File: src/rtl/executor_row_engine.sv
// executor_row_engine
// Row engine for the playfield matrix memory. Two operations:
//   CLEAR : one bottom-up pass that compacts every non-full row downward,
//           then zero-fills the rows left free at the top.
//   RAISE : one top-down pass that shifts the field up by n rows (noting
//           any non-zero row pushed off the top), then writes the garbage
//           pattern into the n bottom rows.
// Row 0 is the top row, row height_p-1 the bottom row.
//
// Ports
//   clk_i, reset_n_i           clock, asynchronous active-low reset
//   start_i, mode_i            start request (IDLE only), 0=CLEAR 1=RAISE
//   raise_n_i, garbage_row_i   RAISE row count (clamped to height_p), pattern
//   busy_o, done_o             busy outside IDLE, one-cycle completion pulse
//   lines_o, topout_o          results of the last operation, held until next start
//   mm_read_addr_o/_data_i     read port, data returns combinationally
//   mm_write_addr_o/_data_o/_v_o  write port, memory writes on the clock edge
module executor_row_engine #(
   parameter int width_p  = 16,
   parameter int height_p = 32,
   parameter int debug_p  = 0,
   localparam int CW = $clog2(height_p + 1),
   localparam int AW = $clog2(height_p)
) (
   input  logic               clk_i,
   input  logic               reset_n_i,
   input  logic               start_i,
   input  logic               mode_i,
   input  logic [CW-1:0]      raise_n_i,
   input  logic [width_p-1:0] garbage_row_i,
   output logic               busy_o,
   output logic               done_o,
   output logic [CW-1:0]      lines_o,
   output logic               topout_o,
   output logic [AW-1:0]      mm_read_addr_o,
   input  logic [width_p-1:0] mm_read_data_i,
   output logic [AW-1:0]      mm_write_addr_o,
   output logic [width_p-1:0] mm_write_data_o,
   output logic               mm_write_v_o
);

   localparam logic [1:0] S_IDLE = 2'd0;
   localparam logic [1:0] S_SCAN = 2'd1;
   localparam logic [1:0] S_FILL = 2'd2;
   localparam logic [1:0] S_DONE = 2'd3;

   localparam logic [AW-1:0] LAST_ROW = AW'(height_p - 1);

   // State printing is a simulation aid only; the block carries no logic.
   if (debug_p != 0) begin : g_debug
   end

   logic [1:0]         state_q;
   logic               mode_q;
   logic [CW-1:0]      n_q;
   logic [width_p-1:0] garb_q;
   logic [AW-1:0]      r_q, w_q;
   logic [CW-1:0]      lines_q;
   logic               topout_q;

   logic          row_full, row_zero, below_n;
   logic [CW-1:0] n_clamp, lines_nxt;

   assign row_full  = &mm_read_data_i;
   assign row_zero  = ~|mm_read_data_i;
   assign n_clamp   = (raise_n_i > CW'(height_p)) ? CW'(height_p) : raise_n_i;
   assign lines_nxt = lines_q + CW'(row_full);
   // RAISE: rows above n are only inspected for top-out, never moved.
   assign below_n   = CW'(r_q) < n_q;

   assign busy_o         = (state_q != S_IDLE);
   assign done_o         = (state_q == S_DONE);
   assign lines_o        = lines_q;
   assign topout_o       = topout_q;
   assign mm_read_addr_o = r_q;

   always_comb begin
      mm_write_v_o    = 1'b0;
      mm_write_addr_o = w_q;
      mm_write_data_o = '0;
      case (state_q)
         S_SCAN: begin
            mm_write_data_o = mm_read_data_i;
            if (!mode_q) begin
               // Rewrite even when r==w so the pass needs no special case.
               mm_write_v_o = !row_full;
            end else begin
               // Truncation is harmless: with n==height_p no SCAN write occurs.
               mm_write_v_o    = !below_n;
               mm_write_addr_o = r_q - AW'(n_q);
            end
         end
         S_FILL: begin
            mm_write_v_o    = 1'b1;
            mm_write_data_o = mode_q ? garb_q : '0;
         end
         default: ;
      endcase
   end

   always_ff @(posedge clk_i or negedge reset_n_i) begin
      if (!reset_n_i) begin
         state_q  <= S_IDLE;
         mode_q   <= 1'b0;
         n_q      <= '0;
         garb_q   <= '0;
         r_q      <= '0;
         w_q      <= '0;
         lines_q  <= '0;
         topout_q <= 1'b0;
      end else begin
         case (state_q)
            S_IDLE: if (start_i) begin
               mode_q   <= mode_i;
               n_q      <= n_clamp;
               garb_q   <= garbage_row_i;
               lines_q  <= '0;
               topout_q <= 1'b0;
               if (mode_i) begin
                  r_q     <= '0;
                  state_q <= (n_clamp == '0) ? S_DONE : S_SCAN;
               end else begin
                  r_q     <= LAST_ROW;
                  w_q     <= LAST_ROW;
                  state_q <= S_SCAN;
               end
            end
            S_SCAN: begin
               if (!mode_q) begin
                  lines_q <= lines_nxt;
                  // w stops at 0: only reachable when nothing is left to fill.
                  if (!row_full && w_q != '0) w_q <= w_q - 1'b1;
                  if (r_q == '0) state_q <= (lines_nxt == '0) ? S_DONE : S_FILL;
                  else           r_q     <= r_q - 1'b1;
               end else begin
                  if (below_n) topout_q <= topout_q | ~row_zero;
                  if (r_q == LAST_ROW) begin
                     state_q <= S_FILL;
                     w_q     <= AW'(CW'(height_p) - n_q);
                  end else begin
                     r_q <= r_q + 1'b1;
                  end
               end
            end
            S_FILL: begin
               if (!mode_q) begin
                  if (w_q == '0) state_q <= S_DONE;
                  else           w_q     <= w_q - 1'b1;
               end else begin
                  if (w_q == LAST_ROW) state_q <= S_DONE;
                  else                 w_q     <= w_q + 1'b1;
               end
            end
            default: state_q <= S_IDLE;
         endcase
      end
   end

endmodule
File: config.mk
export PLATFORM = sky130hd
export DESIGN_NAME = executor_row_engine
export DESIGN_NICKNAME = d
export VERILOG_FILES = /design/src/rtl/executor_row_engine.sv
export SDC_FILE = /design/constraint.sdc
export NUM_CORES = 1
export LEC_CHECK = 0
export CORE_MARGIN = 2
export CORE_UTILIZATION = 50
export CTS_BUF_LIST = sky130_fd_sc_hd__clkbuf_4 sky130_fd_sc_hd__clkbuf_8 sky130_fd_sc_hd__clkbuf_16
export DETAILED_ROUTE_END_ITERATION = 7
export PLACE_DENSITY_LB_ADDON = 0.1
export SLEW_MARGIN = 20
export SYNTH_ARGS = -nofsm -noshare
export SYNTH_HDL_FRONTEND = slang
export SYNTH_SLANG_ARGS = --single-unit
File: constraint.sdc
create_clock -name clk_i -period 3.15 [get_ports clk_i]
set_input_delay 0.945 -clock clk_i [delete_from_list [all_inputs] [get_ports clk_i]]
set_output_delay 0.945 -clock clk_i [all_outputs]
set_load 0.005 [all_outputs]
* Word-level counts from Yosys, hierarchy flattened
Index checks and enable logic that the tools add are counted.
Widths: inputs -> output; s select.
** Storage, ports and cells
- Bits in latches :: 0
- Bits in read-only memories :: 0
- Word-level logic and storage cells :: 97
- RAM bits :: 0
- Bits in registers :: 42
- Output and inout bits :: 36
- Memories kept :: 0
** Operators by class
- Mux-type cells :: 40
- $add $sub $neg :: 7
- Divide/modulo/power cells :: 0
- Multipliers :: 0
- Reductions and logical operators :: 20
- Order comparisons :: 2
- Bitwise gates (word level) :: 1
- Shifts and indexed selects :: 0
- Equal/unequal tests :: 19
** Operators with widths (count)
- $mux 5 :: 15
- $pmux 16 s2 :: 1
- $ne 3x3->1 const B :: 9
- $mux 2 :: 9
- $mux 6 :: 3
- $mux 16 :: 1
- $reduce_and 16->1 :: 1
- $reduce_or 16->1 :: 1
- $pmux 5 s3 :: 1
- $logic_not 6->1 :: 2
- $pmux 6 s2 :: 1
- $add 5x1->5 const B :: 2
- $eq 5x5->1 const B :: 2
- $logic_not 5->1 :: 2
- $ne 2x2->1 const B :: 5
- $pmux 5 s2 :: 1
- $sub 5x1->5 const B :: 2
- $reduce_and 4->1 :: 2
- $reduce_and 7->1 :: 1
- $add 6x1->6 :: 1
- $gt 6x6->1 const B :: 1
- $lt 5x6->1 :: 1
- $pmux 2 s3 :: 1
- $mux 1 :: 5
- 15 further kinds :: 19

* Logic depth before layout (Yosys ltp)
Gate-level depths: netlist of run 1.
- Depth after elaboration :: 7
- Gate-level depth with buffers :: 9
- Mapped depth without buffers :: 9

* Worst setup path after synthesis of run 1
OpenSTA, ideal clock, no wires.
- Kind :: input to output
- Start point :: input port mm_read_data_i[4]
- End point :: output port mm_write_v_o
- Arrival :: 1.986 ns
- Required time :: 2.205 ns
- Buffers on the path :: 0
- Stages on the path :: 5
- Setup slack :: 0.219 ns
- Path through :: nand4_1 > or4_4 > o21ai_0 > a31oi_1 > o21a_1
** On the way
- Cells in the longest elaborated chain, start to end :: 4
** RTL lines
- start, declared :: line 36 : input logic [width_p-1:0] mm_read_data_i,
- $reduce_and 16->1 :: line 64 : assign row_full = &mm_read_data_i;
- $logic_not 1->1 :: line 86 : mm_write_v_o = !row_full;
- $mux 1 :: line 84 : if (!mode_q) begin
- $pmux 1 s2 :: line 81 : case (state_q)
- end, declared :: line 39 : output logic mm_write_v_o
Every way passes these cells.

* Final worst setup path of run 1
- Start point :: register state_q[1]
- End point :: output port mm_write_data_o[2]
** On the way
- Cells in the longest elaborated chain, start to end :: 2
** RTL lines
- start, declared :: line 53 : logic [1:0] state_q;
- start signal, assigned :: line 121 : state_q <= (n_clamp == '0) ? S_DONE : S_SCAN;
- start signal, assigned :: line 133 : if (r_q == '0) state_q <= (lines_nxt == '0) ? S_DONE : S_FILL;
- $eq 2x2->1 or $eq 2x1->1 (tied branches) :: line 81
- $pmux 16 s2 (*) :: line 81
- end, declared :: line 38 : output logic [width_p-1:0] mm_write_data_o,
Every way passes the cells marked *; elsewhere a longest branch is shown, timed or not.

==> flow_metrics.py, run 1 <==
metrics = {
    "status": {
        "outcome": "complete, no violations",
    },
    "grt": {
        "grt_pass1_vias": 3075,
        "grtUsageTotal_pct": 25.5,
        "grt_pass1_wl_microns": 14600,
        "grt_overflow_total": 0,
        "antenna_found_initial": 0,
        "grt_max_degree": 43,
    },
    "die": {
        "die_w_microns": 82.9,
        "die_h_microns": 82.9,
        "io_pins": 78,
        "rows": 28,
        "start_util_pct": 52.2,
        "dieArea_sq_mm": 0.00687,
        "core-area_sq_mm": 0.00596,
    },
    "sta": {
        "slew_headroom_pct": 60.0,
        "final_hold_viol_count": 0,
        "layout_setup_ws_ps": 23.1,
        "drv_slew": 0,
        "whs_ps": 494,
        "tightestPinTransition_ps": 594,
        "min_period_ps": 3130,
        "finalClockSkew_ps": 8.95,
        "setup_viol": 0,
        "fmax_mhz": 320,
        "period_share_pct": 99.3,
        "rsz0062_at_grt": "true",
    },
    "worst_setup_path": {
        "endpoint": "mm_write_data_o[2]",
        "worst_setup_path_start_kind": "flop",
        "path_class": "flop to primary output",
        "endpoint_kind": "primary output",
        "cp-startpoint": "state_q[1]",
        "worstReg2RegEnd": "w_q[4]",
        "timing.rr.start": "w_q[0]",
        "arrival_ps": 2180,
        "cp_data_required_time_ps": 2200,
        "critPathMaxFanout": 10,
        "rrSetupSlack_ps": 860,
        "ff2ff_path_depth": 8,
    },
    "clock_network": {
        "clkLatencyLatePin_ps": 290,
        "numCtsBuffers": 5,
        "clockBufferDepth": 2,
        "cts_tree": "done",
        "cts_max_level": 2,
        "ctsHoldBuffers": 0,
        "cts-root-buf": "clkbuf_8",
        "path_clk_slew_ps": 90,
        "cts_sinks": 42,
    },
    "detailed_routing": {
        "avgViaCountPerCell": 5.77,
        "antenna_left": 0,
        "wl_per_cell_microns": 16.3,
        "drt_iter0_drc": 182,
        "first_pass_iters": 4,
        "drc": 0,
        "wirelength_microns": 8690,
        "wl_met2_microns": 4320,
        "route.layer.met1.wl_microns": 3780,
        "wl_met3_microns": 453,
        "top_layer": "met4",
        "route.vias.total": 3076,
    },
    "place": {
        "post-place-ws_ps": -768,
        "dpl.hpwl_microns": 6440,
        "routabilityCongestion": 0.875,
        "port-buffer-count": 77,
    },
    "pwr": {
        "powerDensity_mw_per_mm2": 991,
        "ir_drop_mv": 0.535,
        "power.leakage_nw": 1.86,
    },
    "yosys": {
        "synth_area_sq_mm": 0.00311,
        "yosysTopAreaCell": "dfrtp_1",
        "synthesis.nets": 412,
        "synth_edf_count": 0,
        "synthArstFlopShare_pct": 100,
        "synth_ff_type": "dfrtp_1",
        "synth_top_area_share_pct": 33.8,
        "ys_types": 57,
        "yosys-top-cells-area": "dfrtp_1 (34%), ha_1 (8.0%), mux2_2 (7.2%), o21ai_0 (4.0%), a22oi_1 (3.9%)",
        "synth.avg_cell_area_sq_um": 8.94,
        "yosys_warnings": 0,
        "yosysSeqAreaShare_pct": 33.8,
        "synth_cells": 348,
        "synth_seq_cells": 42,
    },
    "final_layout": {
        "mostFrequentLayoutCell": "clkdlybuf4s50_1",
        "fill_cells": 465,
        "drive_gt1_share_pct": 24.0,
        "nNetsFinal": 522,
        "area_growth_pct": 38.8,
        "layout_common_cells": "clkdlybuf4s50_1 (56), buf_4 (46), dfrtp_1 (41)",
        "diodes": 0,
    },
    "hold_path": {
        "hp-class": "flop to flop",
    },
    "flow_run": {
        "cap_violations": 0,
    },
}
synth_stat cells, types with 5 or more instances:
master and n:
inv_1 17, dfrtp_1 42, clkbuf_1 16, nand2b_1 9
nor4_1 8, nand4_1 10, nor3_1 7, mux2_2 20
xnor2_1 10, xor2_1 5, a21oi_1 15, nor2_1 30
a22oi_1 16, o21ai_0 25, ha_1 20, nand2_1 29
nand3_1 5
per-layer routing:
layer	global-route usage (%)	up-vias
li1	-	1488
met1	34.7	1473
met2	42.2	103
met3	4.27	12
met4	6.86	0
met5	0	-
stage by stage:
stage               setup TNS, ps  utilization, %  instances  total power (W)  area, sq um
global placement            -1390            70.4        520          0.00375         4190
global route                 -183            72.5        533          0.00465         4320
floorplan                       0               -        348          0.00276         3110
finish                          0            72.5        533          0.00428         4320
detailed placement          -1810            70.4        520          0.00382         4190
CTS                         -24.3            71.2        530          0.00422         4240
sequential cells by signal, summed over array words and instances, names as in the netlist:
register and count:
lines_o 6, n_q 6, mode_q 1, garb_q 16
topout_o 1, state_q 2, w_q 5, mm_read_addr_o 5
final cells by class:
cell class	count	area [sq um]	area share, %
tap	75	93.8	2.17
sequential	42	1050	24.4
timing repair inverter	1	7.51	0.174
inverter	18	71.3	1.65
clock buffer	5	68.8	1.59
multi-input combinational	267	1910	44.2
clock inverter	2	10.0	0.232
timing repair buffer	123	1110	25.7
report_power, final:
group          switching, W  internal [W]  total (W)
combinational       0.00144       0.00151    0.00295
clock              0.000190      0.000149   0.000339
sequential         0.000210      0.000781   0.000991
total               0.00184       0.00244    0.00428
worst max-delay path: stages, from the launching register on:
cell and delay (ps):
dfrtp_1 440, inv_1 90, ha_2 410, clkinvlp_4 220, nor2_1 190, clkdlybuf4s50_1 520
kinds of logic (layout without fill, tap and decap cells):
family / after synthesis / in the layout / synth area share (%)
AO/OA/AOI/OAI: 94 / 94 / 20.7
adder cells (fa/ha/maj): 22 / 22 / 9.33
AND/OR/NAND/NOR: 113 / 113 / 18.2
XOR/XNOR: 15 / 15 / 4.22
flip-flops: 42 / 42 / 33.8
buffers and inverters: 39 / 149 / 5.35
multiplexers: 23 / 23 / 8.36
worst min path at each step:
stage                    from   endpoint  slack (ps)  cells past startpoint
floorplan              n_q[3]     n_q[3]         450                      2
global placement       n_q[3]     n_q[3]         470                      2
detailed placement     n_q[3]     n_q[3]         480                      2
CTS                    n_q[3]     n_q[3]         500                      2
global route        garb_q[6]  garb_q[6]         530                      1
finish                 n_q[3]     n_q[3]         490                      2
timing repair:
action,CTS,global route
gates cloned,1,0
setup endpoints to repair,20,18
pin swaps,8,7
buffers inserted,2,3
resized for setup,70,22
Power figures use the tool's default switching activity.
==> run 2, diff against run 1 <==
- ABC_CLOCK_PERIOD_IN_PS: default -> 3150
==> results of run 2 <==
No change in the layout: final DEF, timing and power equal those of run 1.
